## src/rtl/key_uart_pkg.sv

```systemverilog
// key_uart_pkg: shared state type, key codes and frame constants for the key-to-UART scheduler.
package key_uart_pkg;
  typedef enum logic [2:0] {IDLE, SEND, WAIT_ACK, WAIT_DONE, NEXT} state_t;
  localparam logic [3:0] KEY_NONE = 4'b1111;
  localparam logic [3:0] KEY_S1 = 4'b0001;
  localparam logic [3:0] KEY_S2 = 4'b0010;
  localparam logic [3:0] KEY_S3 = 4'b0100;
  localparam logic [3:0] KEY_S4 = 4'b1000;
  localparam logic [7:0] ASCII_0 = 8'h30;
  localparam int FRAME_LEN = 3;
  // Returns {valid, index}; only the four one-hot codes are events.
  function automatic logic [2:0] key_decode(input logic [3:0] kv);
    key_decode = (kv == KEY_S1) ? 3'b100 :
                 (kv == KEY_S2) ? 3'b101 :
                 (kv == KEY_S3) ? 3'b110 :
                 (kv == KEY_S4) ? 3'b111 : 3'b000;
  endfunction
endpackage

```

## src/rtl/key_evt_fifo.sv

```systemverilog
// key_evt_fifo: DEPTH-deep FIFO of 2-bit key indices; a push while full is accepted only alongside a pop.
module key_evt_fifo #(
  parameter int DEPTH = 4
) (
  input  logic                     key_clk,
  input  logic                     key_rst,
  input  logic                     push,
  input  logic [1:0]               push_data,
  input  logic                     pop,
  output logic [1:0]               pop_data,
  output logic [$clog2(DEPTH):0]   level,
  output logic                     drop
);
  localparam int AW = $clog2(DEPTH);
  localparam logic [AW:0] FULL = (AW+1)'(DEPTH);
  logic [AW-1:0] wr_ptr_q, wr_ptr_d, rd_ptr_q, rd_ptr_d;
  logic [AW:0] level_q, level_d;
  logic [1:0] mem_q [DEPTH];
  logic [1:0] mem_d [DEPTH];
  logic push_ok, pop_ok;
  always_comb begin
    pop_ok = pop && (level_q != '0);
    push_ok = push && ((level_q != FULL) || pop_ok);
    mem_d = mem_q;
    if (push_ok) mem_d[wr_ptr_q] = push_data;
    wr_ptr_d = wr_ptr_q + AW'(push_ok);
    rd_ptr_d = rd_ptr_q + AW'(pop_ok);
    level_d = level_q + (AW+1)'(push_ok) - (AW+1)'(pop_ok);
  end
  always_ff @(posedge key_clk or posedge key_rst) begin
    if (key_rst) begin
      mem_q <= '{default: '0};
      wr_ptr_q <= '0;
      rd_ptr_q <= '0;
      level_q <= '0;
    end else begin
      mem_q <= mem_d;
      wr_ptr_q <= wr_ptr_d;
      rd_ptr_q <= rd_ptr_d;
      level_q <= level_d;
    end
  end
  assign pop_data = mem_q[rd_ptr_q];
  assign level = level_q;
  assign drop = push && !push_ok;
endmodule

```

## src/rtl/key_uart_sched.sv

```systemverilog
// key_uart_sched: queues debounced key events and sends each as a 3-byte ASCII frame
// over the shared UART using the tx_start/tx_busy handshake with an ack timeout.
module key_uart_sched
  import key_uart_pkg::*;
#(
  parameter int          DEPTH       = 4,
  parameter logic [7:0]  PREFIX      = 8'h4B,
  parameter logic [7:0]  TERM        = 8'h0A,
  parameter int          ACK_TIMEOUT = 16
) (
  input  logic                     key_clk,
  input  logic                     key_rst,
  input  logic [3:0]               key_value,
  input  logic                     tx_busy,
  input  logic                     ovf_clr,
  output logic                     tx_start,
  output logic [7:0]               tx_data,
  output logic                     ovf,
  output logic [$clog2(DEPTH):0]   fifo_level,
  output logic                     busy
);
  localparam int TW = $clog2(ACK_TIMEOUT + 1);
  localparam logic [TW-1:0] TIMER_LAST = TW'(ACK_TIMEOUT - 1);
  localparam logic [1:0] LAST_BYTE = 2'(FRAME_LEN - 1);
  state_t state_q, state_d;
  logic [1:0] byte_idx_q, byte_idx_d, frame_key_q, frame_key_d, evt_idx, head;
  logic [TW-1:0] timer_q, timer_d;
  logic [7:0] tx_data_q, tx_data_d, frame_byte;
  logic tx_start_q, tx_start_d, ovf_q, ovf_d, evt, pop, drop;
  assign {evt, evt_idx} = key_decode(key_value);
  key_evt_fifo #(.DEPTH(DEPTH)) u_fifo (
    .key_clk   (key_clk),
    .key_rst   (key_rst),
    .push      (evt),
    .push_data (evt_idx),
    .pop       (pop),
    .pop_data  (head),
    .level     (fifo_level),
    .drop      (drop)
  );
  assign frame_byte = (byte_idx_q == 2'd0) ? PREFIX :
                      (byte_idx_q == 2'd1) ? ASCII_0 + 8'd1 + 8'(frame_key_q) : TERM;
  always_comb begin
    state_d = state_q;
    byte_idx_d = byte_idx_q;
    frame_key_d = frame_key_q;
    timer_d = timer_q;
    tx_data_d = tx_data_q;
    tx_start_d = 1'b0;
    pop = 1'b0;
    ovf_d = drop || (ovf_q && !ovf_clr);
    case (state_q)
      IDLE: if (fifo_level != '0 && !tx_busy) begin
        pop = 1'b1;
        frame_key_d = head;
        byte_idx_d = 2'd0;
        state_d = SEND;
      end
      SEND: begin
        tx_data_d = frame_byte;
        tx_start_d = 1'b1;
        timer_d = '0;
        state_d = WAIT_ACK;
      end
      // A missing ack is treated as a sent byte so a dead UART cannot stall the queue.
      WAIT_ACK: if (tx_busy) state_d = WAIT_DONE;
        else if (timer_q == TIMER_LAST) state_d = NEXT;
        else timer_d = timer_q + 1'b1;
      WAIT_DONE: if (!tx_busy) state_d = NEXT;
      NEXT: if (byte_idx_q == LAST_BYTE) state_d = IDLE;
        else begin
          byte_idx_d = byte_idx_q + 2'd1;
          state_d = SEND;
        end
      default: state_d = IDLE;
    endcase
  end
  always_ff @(posedge key_clk or posedge key_rst) begin
    if (key_rst) begin
      state_q <= IDLE;
      byte_idx_q <= '0;
      frame_key_q <= '0;
      timer_q <= '0;
      tx_data_q <= '0;
      tx_start_q <= 1'b0;
      ovf_q <= 1'b0;
    end else begin
      state_q <= state_d;
      byte_idx_q <= byte_idx_d;
      frame_key_q <= frame_key_d;
      timer_q <= timer_d;
      tx_data_q <= tx_data_d;
      tx_start_q <= tx_start_d;
      ovf_q <= ovf_d;
    end
  end
  assign tx_start = tx_start_q;
  assign tx_data = tx_data_q;
  assign ovf = ovf_q;
  assign busy = state_q != IDLE;
endmodule

```

## config.mk

```make
export PLATFORM = sky130hd
export DESIGN_NAME = key_uart_sched
export DESIGN_NICKNAME = d
export VERILOG_FILES = /design/src/rtl/key_uart_pkg.sv /design/src/rtl/key_evt_fifo.sv /design/src/rtl/key_uart_sched.sv
export SDC_FILE = /design/constraint.sdc
export NUM_CORES = 1
export LEC_CHECK = 0
export ABC_CLOCK_PERIOD_IN_PS = 5210
export BUFFER_PORTS_ARGS = -buffer_cell sky130_fd_sc_hd__buf_4
export CAP_MARGIN = 40
export CELL_PAD_IN_SITES_DETAIL_PLACEMENT = 0
export CELL_PAD_IN_SITES_GLOBAL_PLACEMENT = 2
export CORE_ASPECT_RATIO = 0.9
export CORE_UTILIZATION = 43
export CTS_BUF_LIST = sky130_fd_sc_hd__clkbuf_4
export CTS_CLUSTER_DIAMETER = 200
export DETAILED_ROUTE_END_ITERATION = 8
export HOLD_SLACK_MARGIN = 0.1
export PLACE_DENSITY_LB_ADDON = 0.1
export SKIP_LAST_GASP = 1
export SYNTH_ARGS = -nofsm -noshare
export SYNTH_HDL_FRONTEND = slang
export SYNTH_HIERARCHICAL = 1
export SYNTH_SLANG_ARGS = --single-unit
```

## constraint.sdc

```tcl
create_clock -name key_clk -period 5.21 [get_ports key_clk]
set_input_delay 1.3025 -clock key_clk [delete_from_list [all_inputs] [get_ports key_clk]]
set_output_delay 1.3025 -clock key_clk [all_outputs]
set_load 0.02 [all_outputs]
```

==> results of run 1 <==
[metal layers]
layer  vias up  track usage, %
li1        610               -
met1       596            20.9
met2        23            24.3
met3        10            3.89
met4         0            9.07
met5         -               0
[cell usage in the layout (no fill, tap or decap), drive strengths merged, types with 3 or more instances in the layout]
master	count
nor3	6
dfrtp	35
ha	11
nor2	6
mux2	12
clkbuf	7
a21oi	5
buf	20
xor2	3
inv	16
nor3b	5
nand2	5
xnor2	4
a22o	4
o21ai	9
[state kept, by name (all words and copies together), names as in the netlist]
register and flops:
ovf 1, timer_q 5, u_fifo/rd_ptr_q 2, tx_data 6, u_fifo/level 3, frame_key_q 2, tx_start 1, u_fifo/mem_q 8
byte_idx_q 2, u_fifo/wr_ptr_q 2, state_q 3
[synthesized netlist by cell type (2+ instances only)]
master	instances	share of area, %
ha_1	11	7.3
xor2_1	3	1.4
nor3_1	5	1.3
buf_2	3	0.79
a22o_1	4	1.9
nor4b_4	2	2.5
mux4_2	2	2.4
nand4_1	2	0.66
inv_1	16	3.2
xnor2_1	4	1.9
mux2_2	6	3.6
nor2_1	6	1.2
or3_1	2	0.66
a21oi_1	5	1.3
o21ai_1	4	1.1
a31oi_1	2	0.66
nand2_1	5	0.99
mux2_4	4	3.2
mux2_1	2	1.2
nor3b_1	4	1.6
or4b_4	2	1.5
o21ai_0	4	1.1
buf_4	3	1.2
o22ai_1	2	0.66
dfrtp_1	35	46
[area by class of cell]
type                    count  area [um^2]
flip-flops and latches     35          876
repair buffers             20          150
fillers                   379         2020
inverters                  16         60.1
multi-input cells         102          916
well taps                  60         75.1
clock inverters             1         5.00
clock buffers               7         52.6
[power by group through the flow]
stage / Sequential [W] / Combinational, W / Clock [W]
after floorplan: 0.000498 / 0.000354 / 0
after CTS: 0.000513 / 0.000466 / 0.000157
after global routing: 0.000532 / 0.000516 / 0.000174
after global placement: 0.000513 / 0.000453 / 0
final: 0.000511 / 0.000459 / 0.000149
after detailed placement: 0.000518 / 0.000464 / 0
[cell families after synthesis]
family                   share of synthesized area (%)
AO/OA/AOI/OAI                                     10.1
XOR/XNOR                                          3.24
adder cells (fa/ha/maj)                           8.33
buffers and inverters                             5.35
flip-flops                                        46.3
multiplexers                                      10.8
other                                            0.198
AND/OR/NAND/NOR                                   15.7
[per-stage QoR]
step	setup WS [ns]	std cells	util [%]	hold slack [ns]
floorplan	1.89	160	-	0.466
global placement	1.63	233	50.0	0.461
detailed placement	1.57	233	50.0	0.471
CTS	1.92	241	51.4	0.495
global route	1.78	241	51.4	0.510
finish	1.92	241	51.4	0.488
[worst max path at each step]
stage	from	end	slack [ns]	depth (start not counted)
floorplan	tx_busy	u_fifo/level[2]$_DFF_PP0_	1.89	10
global placement	tx_busy	u_fifo/level[2]$_DFF_PP0_	1.63	11
detailed placement	tx_busy	u_fifo/level[2]$_DFF_PP0_	1.57	11
CTS	tx_busy	u_fifo/level[2]$_DFF_PP0_	1.92	11
global route	tx_busy	u_fifo/level[2]$_DFF_PP0_	1.78	11
finish	tx_busy	u_fifo/level[2]$_DFF_PP0_	1.92	11
==> metrics.yaml, run 1 <==
cts:
  path_clk_slew_ns: 0.10
  cts-buffers-inserted: 5
  clock_path_buffers: 2
  cts_tree: "yes"
  clkLatencyLatePin_ns: 0.33
  postCtsHoldBufs: 0
  cts_setup_buffers: 0
  ctsResizeCount: 0
  cts.htree.levels: 2
  cts.sinks: 35
  cts_root_buffer: "clkbuf_4"
min_path:
  hp-class: "register to register"
  min_path_cells: 1
  worstHoldStart: "ovf$_DFF_PP0_"
  hold_end: "ovf$_DFF_PP0_"
global_routing:
  grt_pass1_vias: 1256
  grt_max_degree: 21
  antenna_found_initial: 0
  globalRouteOverflowTotal: 0
  grt_usage_pct: 16.0
  grt_first_pass_wirelength_mm: 5.69
sta:
  min_period_over_period_pct: 63.1
  setup_viol: 0
  timing.slew.headroom_pct: 49.4
  clock_skew_ns: 0.0111
  fmax_mhz: 304
  rsz0062_at_grt: "no"
  finalHoldViolCount: 0
  worst_slew_pin_slew_ns: 0.759
  drv_slew: 0
  final.min_clock_period_ns: 3.29
  fin_tns_setup_ns: 0
synthesis:
  synthCells: 160
  ys_seq_area_share_pct: 46.3
  synth_edf_count: 0
  ys_seq_elements: 35
  async_flop_share_pct: 100
  synth_cell_types: 47
  syn_area_per_cell_um2: 11.8
  ys.flop_type: "dfrtp_1"
  synth_nets: 180
  synth_warnings: 6
  syn_area_um2: 1890
routing:
  top_layer_used: "met4"
  antenna_left: 0
  met1_length_mm: 1.54
  drc: 0
  met3RoutedLength_um: 98
  drtIter0Drc: 59
  route.met2.wl_mm: 1.40
  routedWlPerCell_um: 12.9
  drt-vias-per-instance: 5.14
  vias: 1239
  drtPass1Iterations: 4
  drt-total-wl_mm: 3.11
critical_path:
  cp_top_family: "simple AND/OR/NAND/NOR gates"
  critPathMaxFanout: 8
  reg2reg_depth: 11
  required_ns: 5.43
  crit_chain: "buf_4 -> nor4b_4 -> nor4b_4 -> nand2b_1 -> ha_1 -> inv_1 -> ha_1 -> inv_1 -> fa_1 -> xnor2_1 -> xnor2_1"
  reg2reg_from: "state_q[0]$_DFFE_PP0P_"
  rrSetupSlack_ns: 2.30
  cpMaxStageDelayCell: "nor4b_4"
  cp.arrival_ns: 3.50
  cp-start-kind: "input pin"
  crit_path_max_incr_delay_ns: 0.54
  critPathCaptureType: "register"
  regToRegEndpoint: "u_fifo/level[2]$_DFF_PP0_"
  crit_buf_inv: 3
  worstSetupPathType: "input pin to register"
power_and_ir_drop:
  p_seq_share_pct: 45.7
  power_frac_comb_pct: 41.0
  sw_frac_of_total_pct: 38.3
  ir_drop_uv: 291
  power_w: 0.00112
  p_int_w: 0.000690
  pwr-share-clk_pct: 13.3
  p_leak_nw: 0.993
  p_switching_w: 0.000428
  powerDensity_nw_per_um2: 524
final_layout:
  area_growth_pct: 12.8
  num-nets-final: 200
  drive_above_1_share_pct: 28.2
  antenna_cells: 0
  fin_area_um2: 2130
placement:
  globalplace.congestion: 0.760
  hpwlAfterDp_mm: 2.32
  io_buffers: 20
  placed_area_um2: 2080
run:
  drv_cap: 0
floorplan:
  row_count: 22
  die_y_um: 64.9
  die-area_um2: 4670
  fp.dieW_um: 71.9
  start_util_pct: 45.5
  core_um2: 4160
  io_pins: 22
outcome:
  status: "finished, final reports clean"
Note: power is estimated with default switching activity, not from simulation.
==> run 2, diff against run 1 <==
Settings changed: ABC_CLOCK_PERIOD_IN_PS 5210 to 3100, CORE_UTILIZATION 43 to 40.
Clock period 5.21 ns to 3.1 ns, I/O delays scaled along.
==> run 2 against run 1 <==
Sequential power rose by 54%. Clock power rose by 62%. First-iteration DRC count fell by 44%. Hold slack improved by 0.0049 ns. Clock skew fell by 0.0067 ns. Cell count rose by 2.9%. Via count rose by 1.7%. Utilization fell by 3.0 points. Critical path type is now register to register. Critical endpoint unchanged. Largest cell class unchanged.
==> metrics.yaml, run 2 (same netlist as run 1, synthesis figures left out) <==
routing:
  route.met2.wl_mm: 1.46
  met3RoutedLength_um: 186
  top_layer_used: "met4"
  drc: 0
  drt-vias-per-instance: 5.08
  antenna_left: 0
  routedWlPerCell_um: 13.7
  met1_length_mm: 1.70
  drtPass1Iterations: 4
  vias: 1260
  drt-total-wl_mm: 3.40
  drtIter0Drc: 33
cts:
  ctsResizeCount: 0
  path_clk_slew_ns: 0.10
  cts.htree.levels: 2
  clkLatencyLatePin_ns: 0.34
  cts_root_buffer: "clkbuf_4"
  cts_tree: "yes"
  cts_setup_buffers: 0
  cts-buffers-inserted: 5
  cts.sinks: 35
  postCtsHoldBufs: 0
  clock_path_buffers: 2
final_layout:
  largest_reg_flops: 8
  antenna_cells: 0
  fin_cells: 248
  drive_above_1_share_pct: 29.0
  layout_common_cells: "dfrtp_1 (35), buf_4 (25), inv_1 (16)"
  final_common_cell: "dfrtp_1"
  regMostFlops: "u_fifo/mem_q"
  area_growth_pct: 14.6
  post-route-util_pct: 48.3
  num-nets-final: 205
global_routing:
  globalRouteOverflowTotal: 0
  antenna_found_initial: 0
  grt_usage_pct: 16.0
  grt_pass1_vias: 1272
  grt_max_degree: 21
  grt_first_pass_wirelength_mm: 5.92
critical_path:
  cp.arrival_ns: 3.02
  critPathMaxFanout: 6
  cp-start-kind: "register"
  worstSetupPathType: "register to register"
  required_ns: 3.36
  critPathCaptureType: "register"
run:
  drv_cap: 0
floorplan:
  die_y_um: 67.3
  core_um2: 4490
  row_count: 23
  fp.dieW_um: 74.5
  die-area_um2: 5010
  io_pins: 22
  start_util_pct: 42.2
power_and_ir_drop:
  sw_frac_of_total_pct: 38.5
  p_int_w: 0.00118
  p_seq_share_pct: 41.0
  p_switching_w: 0.000739
  power_frac_comb_pct: 46.5
  pwr-share-clk_pct: 12.6
  powerDensity_nw_per_um2: 885
  ir_drop_uv: 468
  p_leak_nw: 1.01
sta:
  setup_viol: 0
  worst_slew_pin_slew_ns: 0.793
  clock_skew_ns: 0.00437
  rsz0062_at_grt: "no"
  fmax_mhz: 363
  fin_tns_setup_ns: 0
  finalHoldViolCount: 0
  min_period_over_period_pct: 88.8
  final.min_clock_period_ns: 2.75
  drv_slew: 0
  timing.slew.headroom_pct: 47.1
placement:
  globalplace.congestion: 0.733
  io_buffers: 20
  placedCellCount: 240
  hpwlAfterDp_mm: 2.50
min_path:
  hp-class: "input pin to async pin"
outcome:
  status: "finished, final reports clean"
## run 2: critical path: stages, from the launching register on
cell and delay (ns):
dfrtp_1 0.47, nor3_1 0.38, nor4b_4 0.11, nor4b_4 0.41
nand2b_1 0.18, ha_1 0.23, inv_1 0.06, ha_1 0.13
inv_1 0.04, fa_1 0.37, xnor2_1 0.18, xnor2_1 0.14
## run 2: layout make-up
cell class | count | area [um^2]
clock buffer | 6 | 45.0
clock inverter | 2 | 7.51
fill | 441 | 2320
inverter | 16 | 60.1
multi-input combinational | 102 | 916
sequential | 35 | 876
tap | 62 | 77.6
timing repair buffer | 25 | 188
## run 2: per-stage QoR
stage	total power (W)	hold WS [ns]	instance area (um^2)	setup WS, ns
final	0.00192	0.493	2170	0.348
after global routing	0.00209	0.506	2170	0.104
after CTS	0.00195	0.494	2170	0.326
after detailed placement	0.00170	0.471	2120	0.231
after global placement	0.00167	0.465	2120	0.275
after floorplan	0.00143	0.466	1890	0.312
## run 2: power by group through the flow
stage                     combinational, W  clock [W]  sequential [W]
final                             0.000892   0.000241        0.000787
after global routing               0.00100   0.000274        0.000815
after CTS                         0.000906   0.000255        0.000789
after detailed placement          0.000904          0        0.000797
after global placement            0.000880          0        0.000789
after floorplan                   0.000595          0        0.000837
## run 2: per-layer routing
layer / track usage [%] / vias up
met4: 7.31 / 0
met2: 24.1 / 34
met3: 4.18 / 6
met1: 21.5 / 606
met5: 0 / -
li1: - / 614
## run 2: final timing paths
check,end,cells after the start,startpoint,slack (ns)
max reg2reg,u_fifo/level[2]$_DFF_PP0_,11,u_fifo/level[0]$_DFF_PP0_,0.35
max,u_fifo/level[2]$_DFF_PP0_,11,u_fifo/level[0]$_DFF_PP0_,0.35
min,u_fifo/mem_q[4]$_DFFE_PP0P_,2,key_rst,0.49
min in group key_clk,ovf$_DFF_PP0_,1,ovf$_DFF_PP0_,0.49
max in group asynchronous,tx_data[5]$_DFFE_PP0N_,2,key_rst,2.02
min reg2reg,ovf$_DFF_PP0_,1,ovf$_DFF_PP0_,0.49
